`src/rtl/regfile_dbg_pkg.sv`:
```
// Shared types for the register-file debug port.
// Holds the FSM state enum, default widths and the request latch.
package regfile_dbg_pkg;

   localparam int DEF_DATA_W = 32;
   localparam int DEF_ADDR_W = 5;
   localparam int DEF_NREGS  = 32;

   typedef enum logic [1:0] {
      IDLE,
      HALT,
      ACCESS,
      RESP
   } state_e;

   typedef struct packed {
      logic                  write;
      logic                  dump;
      logic [DEF_ADDR_W-1:0] addr;
      logic [DEF_DATA_W-1:0] wdata;
   } req_lat_t;

endpackage

```
`src/rtl/regfile_dbg_port.sv`:
```
// Debug access port: halts the core, then reads/writes one register
// (or, with REGFILE_DBG_DUMP_EN, dumps all of them) through the regfile
// ports and returns each result on a valid/ready response channel.
// Ports: clk/rst (sync, active-high); req_* request channel;
// rsp_* response channel; halt_req/halt_ack core stall handshake;
// rf_read_* / rf_write_* regfile access (read is combinational).
module regfile_dbg_port
   import regfile_dbg_pkg::*;
#(
   parameter int DATA_W = DEF_DATA_W,
   parameter int ADDR_W = DEF_ADDR_W,
   parameter int NREGS  = DEF_NREGS
) (
   input  logic              clk,
   input  logic              rst,
   input  logic              req_valid,
   output logic              req_ready,
   input  logic              req_write,
   input  logic              req_dump,
   input  logic [ADDR_W-1:0] req_addr,
   input  logic [DATA_W-1:0] req_wdata,
   output logic              rsp_valid,
   input  logic              rsp_ready,
   output logic [ADDR_W-1:0] rsp_addr,
   output logic [DATA_W-1:0] rsp_data,
   output logic              rsp_last,
   output logic              halt_req,
   input  logic              halt_ack,
   output logic [ADDR_W-1:0] rf_read_reg,
   input  logic [DATA_W-1:0] rf_read_data,
   output logic [ADDR_W-1:0] rf_write_reg,
   output logic [DATA_W-1:0] rf_write_data,
   output logic              rf_write_en
);

   localparam logic [ADDR_W-1:0] LAST_IDX = ADDR_W'(NREGS - 1);

   state_e   state;
   req_lat_t lat;
   logic     we_q;
   logic     dump_in;

`ifdef REGFILE_DBG_DUMP_EN
   assign dump_in = req_dump;
`else
   logic unused_dump;
   assign unused_dump = req_dump;
   assign dump_in     = 1'b0;
`endif

   // A write racing a reset edge must not reach the regfile.
   assign rf_write_en = we_q & ~rst;

   always_ff @(posedge clk) begin
      if (rst) begin
         state         <= IDLE;
         lat           <= '0;
         we_q          <= 1'b0;
         req_ready     <= 1'b1;
         rsp_valid     <= 1'b0;
         rsp_addr      <= '0;
         rsp_data      <= '0;
         rsp_last      <= 1'b0;
         halt_req      <= 1'b0;
         rf_read_reg   <= '0;
         rf_write_reg  <= '0;
         rf_write_data <= '0;
      end else begin
         unique case (state)
            IDLE: begin
               if (req_valid) begin
                  lat.write <= req_write & ~dump_in;
                  lat.dump  <= dump_in;
                  lat.addr  <= dump_in ? '0 : req_addr;
                  lat.wdata <= req_wdata;
                  req_ready <= 1'b0;
                  halt_req  <= 1'b1;
                  state     <= HALT;
               end
            end
            HALT: begin
               if (halt_ack) begin
                  state <= ACCESS;
                  if (lat.write) begin
                     we_q          <= (lat.addr != '0);
                     rf_write_reg  <= lat.addr;
                     rf_write_data <= lat.wdata;
                  end else begin
                     rf_read_reg <= lat.addr;
                  end
               end
            end
            ACCESS: begin
               we_q          <= 1'b0;
               rf_read_reg   <= '0;
               rf_write_reg  <= '0;
               rf_write_data <= '0;
               rsp_valid     <= 1'b1;
               rsp_addr      <= lat.addr;
               rsp_last      <= lat.dump ? (lat.addr == LAST_IDX)
                                         : 1'b1;
               if (lat.addr == '0)
                  rsp_data <= '0;
               else if (lat.write)
                  rsp_data <= lat.wdata;
               else
                  rsp_data <= rf_read_data;
               state <= RESP;
            end
            RESP: begin
               if (rsp_ready) begin
                  rsp_valid <= 1'b0;
                  rsp_last  <= 1'b0;
                  // Dump keeps the core halted and steps the index.
                  if (lat.dump && !rsp_last) begin
                     lat.addr    <= lat.addr + 1'b1;
                     rf_read_reg <= lat.addr + 1'b1;
                     state       <= ACCESS;
                  end else begin
                     halt_req  <= 1'b0;
                     req_ready <= 1'b1;
                     state     <= IDLE;
                  end
               end
            end
         endcase
      end
   end

endmodule

```
`config.mk`:
```
export PLATFORM = sky130hd
export DESIGN_NAME = regfile_dbg_port
export DESIGN_NICKNAME = d
export VERILOG_FILES = /design/src/rtl/regfile_dbg_pkg.sv /design/src/rtl/regfile_dbg_port.sv
export SDC_FILE = /design/constraint.sdc
export NUM_CORES = 1
export LEC_CHECK = 0
export ABC_AREA = 1
export CORE_MARGIN = 5
export CORE_UTILIZATION = 46
export DETAILED_ROUTE_END_ITERATION = 6
export PLACE_DENSITY = 0.8
export SLEW_MARGIN = 20
export SYNTH_ARGS = -nofsm -noshare
export SYNTH_HDL_FRONTEND = slang
export SYNTH_SLANG_ARGS = --single-unit
```
`constraint.sdc`:
```
create_clock -name clk -period 1.84 [get_ports clk]
set_input_delay 0.368 -clock clk [delete_from_list [all_inputs] [get_ports clk]]
set_output_delay 0.368 -clock clk [all_outputs]
set_load 0.02 [all_outputs]
```
==> Word level (Yosys, flattened, before mapping) <==
Index checks and enable logic that the tools add are counted.
{ "classes": {"n_eq_ne": 8, "muxes": 27, "bitwise_logic": 3, "n_reduce_logical": 14} }
{ "ops": {"columns": ["operator", "count"], "rows": [
  ["$mux 32", 4],
  ["$pmux 32 s2", 1],
  ["$mux 37", 1],
  ["$mux 5", 5],
  ["$pmux 5 s2", 2],
  ["$ne 2x2->1 const B", 5],
  ["$reduce_and 3->1", 3],
  ["$pmux 1 s2", 4],
  ["$pmux 2 s4", 1],
  ["$mux 1", 6],
  ["$mux 2", 3],
  ["$reduce_bool 2->1", 3],
  ["$logic_not 5->1", 1],
  ["$reduce_and 5->1", 1],
  ["$reduce_bool 5->1", 1],
  ["$eq 2x2->1 const B", 2],
  ["$reduce_and 2->1", 2],
  ["$reduce_and 4->1", 1],
  ["$reduce_bool 3->1", 1],
  ["$eq 2x1->1 const B", 1],
  ["$logic_not 2->1", 1],
  ["$not 1->1", 2],
  ["$and 1x1->1", 1]
]} }
{ "totals": {"register_bits": 123, "inputBits": 76, "out_inout_bits": 84} }

==> Depth between registers and ports, before layout <==
{ "logic_depth": {"ltp_word": 4, "mapped_depth": 8, "ltp_nobuf": 8} }

==> Least setup slack after synthesis <==
OpenSTA, ideal clock, no wires.
{ "synth_path": {"kind": "register to register", "from": "register state[0]", "to": "register rf_write_data[25]", "setup_time_ns": 0.132, "arrival_time_ns": 1.291, "required_ns": 1.708, "slack_ns": 0.417, "path_stages_with_launch": 9, "path_buffers": 2, "cell_sequence": "dfxtp_1 -> inv_1 -> ha_1 -> inv_2 -> or2_1 -> buf_2 -> buf_6 -> nand3_1 -> a21oi_1"} }
{ "synth_between": {"elab_chain_len": 3} }
{ "synth_rtl": {"columns": ["element", "line_no", "source"], "rows": [
  ["from (decl)", "regfile_dbg_port.sv:38", "state_e state;"],
  ["from (signal assigned)", "regfile_dbg_port.sv:56", "state <= IDLE;"],
  ["from (signal assigned)", "regfile_dbg_port.sv:78", "state <= HALT;"],
  ["from (signal assigned)", "regfile_dbg_port.sv:83", "state <= ACCESS;"],
  ["$eq 2x1->1 / $eq 2x2->1 (equally long branches)", "regfile_dbg_port.sv:69", "unique case (state)"],
  ["$ne 2x2->1 (no source line) / $reduce_bool 2->1 (equally long branches)", null, null],
  ["$reduce_and 3->1 (no source line)", null, null],
  ["to (signal assigned)", "regfile_dbg_port.sv:87", "rf_write_data <= lat.wdata;"],
  ["to (decl)", "regfile_dbg_port.sv:32", "output logic [DATA_W-1:0] rf_write_data,"]
]} }
Parallel ways exist; a longest one is shown, timed or not.
A chain may end at the register's enable or synchronous reset.

==> Worst setup path in the final report <==
{ "layout_path": {"from": "register rsp_data[30]", "to": "output rsp_data[30]"} }
{ "layout_rtl": {"columns": ["element", "line_no", "source"], "rows": [
  ["from (decl)", "regfile_dbg_port.sv:25", "output logic [DATA_W-1:0] rsp_data,"],
  ["from (signal assigned)", "regfile_dbg_port.sv:105", "rsp_data <= lat.wdata;"],
  ["from (signal assigned)", "regfile_dbg_port.sv:107", "rsp_data <= rf_read_data;"]
]} }
No word-level cell between the ends.

==> out/qor.txt <==
Setup bufs post-CTS: 0
Final setup violation count: 0
Min Tclk post-route: 1800 ps
Area grow syn2layout: 47.2%
Critical Path AT: 1430 ps
Async S/R FF share, synth: 0
Reg with most FFs: lat
DIE WIDTH: 113 um
I/O Buffers: 158
Largest stage delay, worst path: 600 ps
Fin crit share: 0.976
Post-synth top area cell: dfxtp_1
Outcome: completed
Vias in the first global route: 4923
Sw Ratio: 0.340
Kind of critical path: reg2out
Final Skew: 14.7 ps
Place WS: 146 ps
Clock Path Buffers: 2
Via count: 4912
Count of flip-flops with a built-in enable after synthesis: 0
Site Rows: 37
CTS HTree Levels: 4
Int Pwr: 0.00645 W
Sw Pwr: 0.00332 W
CP endpoint kind: primary output
Synthesized Nets: 694
First-pass GRT wire length: 24.0 mm
Placed cells: 888
Buf/Inv on CP: 1
Crit-path leading delay family: buffers and inverters
Final WL: 15.2 mm
Core Util, Final: 0.696
Clock sinks: 123
CP Launch Type: flop
PwrDens: 1350 nW/um2
Multi-input logic area: 2140 um2
IO Pins: 160
Worst path cell trace: clkdlybuf4s50_1
Antenna-violating nets left: 0
Die footprint: 12800 um2
Top cells by area, synth: dfxtp_1, o21ai_0, nor2_1
Mapped Cells: 614
Seq cells post-synth: 123
Largest register FFs: 38
Count leader, synth: dfxtp_1
Clock edge transition at the registers on the reported setup and hold paths: 50 ps
Max IR drop VDD: 0.000685 V
CTS root buffer: clkbuf_8
DR iter-0 viols: 306
Syn avg cell area: 7.99 um2
Critical Path Slowest Stage Cell: clkdlybuf4s50_1
Power share of the sequential group: 0.357
Final global-route overflow total: 0
Hold_buf cts: 0
Clk_lat worst skew: 510 ps
Wire length per cell: 16.5 um
DR vias/cell: 5.35
Worst Path Required: 1470 ps
Post-synth top flop: dfxtp_1
Pre-antenna DRT Iters: 5
Worst setup margin: 43.4 ps
Hold Crit Class: in2reg
Post-synthesis sequential area ratio: 0.502
Final nets: 851
Total GRT Usage: 0.234
Fin. Hold Viols: 0
Core area: 10400 um2
Starting Density: 0.473
Largest fanout on the critical path: 2
Number of diodes: 0
FMAX: 557 MHz
Worst Tran Pin Value: 931 ps
Warnings from Yosys: 0
Clk pwr share: 0.332
Combinational fraction of design power: 0.311
Top cell type's share of synthesized area: 0.502
Most instantiated cells after synthesis: dfxtp_1, o21ai_0, nor2_1, nand2_1, nand3_1
Unrepaired setup endpoints after global routing: no
Chip height: 113 um
Slew Viols, Final: 0
Leakage: 3.45 nW
Share of cells above drive strength 1: 0.143
Drt drc: 0
CTS tree: built
Final cell count without fillers: 918
Initial antenna violation count: 0
Cell Area, Synth: 4900 um2
Top flop regs: lat: 38 flops, rf_write_data: 32 flops, rsp_data: 32 flops
Post-synthesis cell type count: 24
Filler cells: 848
DP Wirelength: 10.5 mm
RePlAce Congestion: 0.869
Final TNS setup: 0 ps
Max Cap Viol: 0
Register area: 2460 um2
Worst rel slew slack: 0.379
Num CTS Buffers: 17
Largest net degree at the start of global routing: 37
==> timing repair <==
item | 4_1_cts | 5_1_grt
gates resized for setup | 56 | 27
endpoints found under the hold margin | 0 | 0
endpoints found under the setup margin | 56 | 27
==> area by class of cell <==
type | instances | area share
flip-flops and latches | 123 | 0.341
multi-input cells | 427 | 0.296
repair buffers | 183 | 0.249
clock buffers | 21 | 0.0636
well taps | 136 | 0.0236
clock inverters | 9 | 0.0166
inverters | 19 | 0.00988
==> final timing paths <==
kind                     start            to  slack (ps)  cells past startpoint
setup reg to reg      state[0]  rsp_data[13]         150                      7
hold / removal             rst          we_q         190                      4
setup / recovery  rsp_data[30]  rsp_data[30]          40                      1
hold reg to reg   rsp_data[31]  rsp_data[31]         460                      2
==> routing by layer <==
metal	GRT usage	up-vias	part of all wire
met3	0.0545	28	0.064
li1	-	2358	-
met5	0	-	0
met2	0.402	198	0.50
met1	0.276	2328	0.41
met4	0.107	0	0.024
==> logic make-up (layout without fill, tap and decap cells) <==
kind of cell    after synthesis  count (layout)  synth area share
buf+inv                      64             232            0.0633
flops                       123             123             0.502
fa+ha+maj                     4               4            0.0102
simple gates                268             268             0.265
compound gates              155             155             0.159
==> through the flow <==
step                      cell area (um2)  power [W]  hold WS [ps]
after floorplan                      4900    0.00539           459
after global placement               6650    0.00653           438
after detailed placement             6650    0.00666           446
after CTS                            7150    0.00983           166
after global routing                 7220     0.0103           200
final                                7220    0.00977           192
==> cells in the final DEF, fill, tap and decap left out, types with 6 or more instances in the layout <==
cell and count:
dfxtp_1 123, o21ai_0 107, nor2_1 83, clkdlybuf4s50_1 74, nand2_1 68, nand3_1 57
dlygate4sd2_1 56, a21oi_1 45, or2_2 32, dlymetal6s2s_1 27, buf_4 22, nand3_2 21
inv_1 16, clkbuf_16 16, clkinv_2 6
==> power groups by stage <==
| stage | Combinational (W) | Sequential, W | Clock, W |
|---|---|---|---|
| after CTS | 0.00306 | 0.00349 | 0.00328 |
| after global placement | 0.00301 | 0.00353 | 0 |
| after global routing | 0.00335 | 0.00355 | 0.00342 |
| after floorplan | 0.00162 | 0.00377 | 0 |
| after detailed placement | 0.00311 | 0.00355 | 0 |
| final | 0.00304 | 0.00349 | 0.00324 |
(Power assumes the default switching activity.)
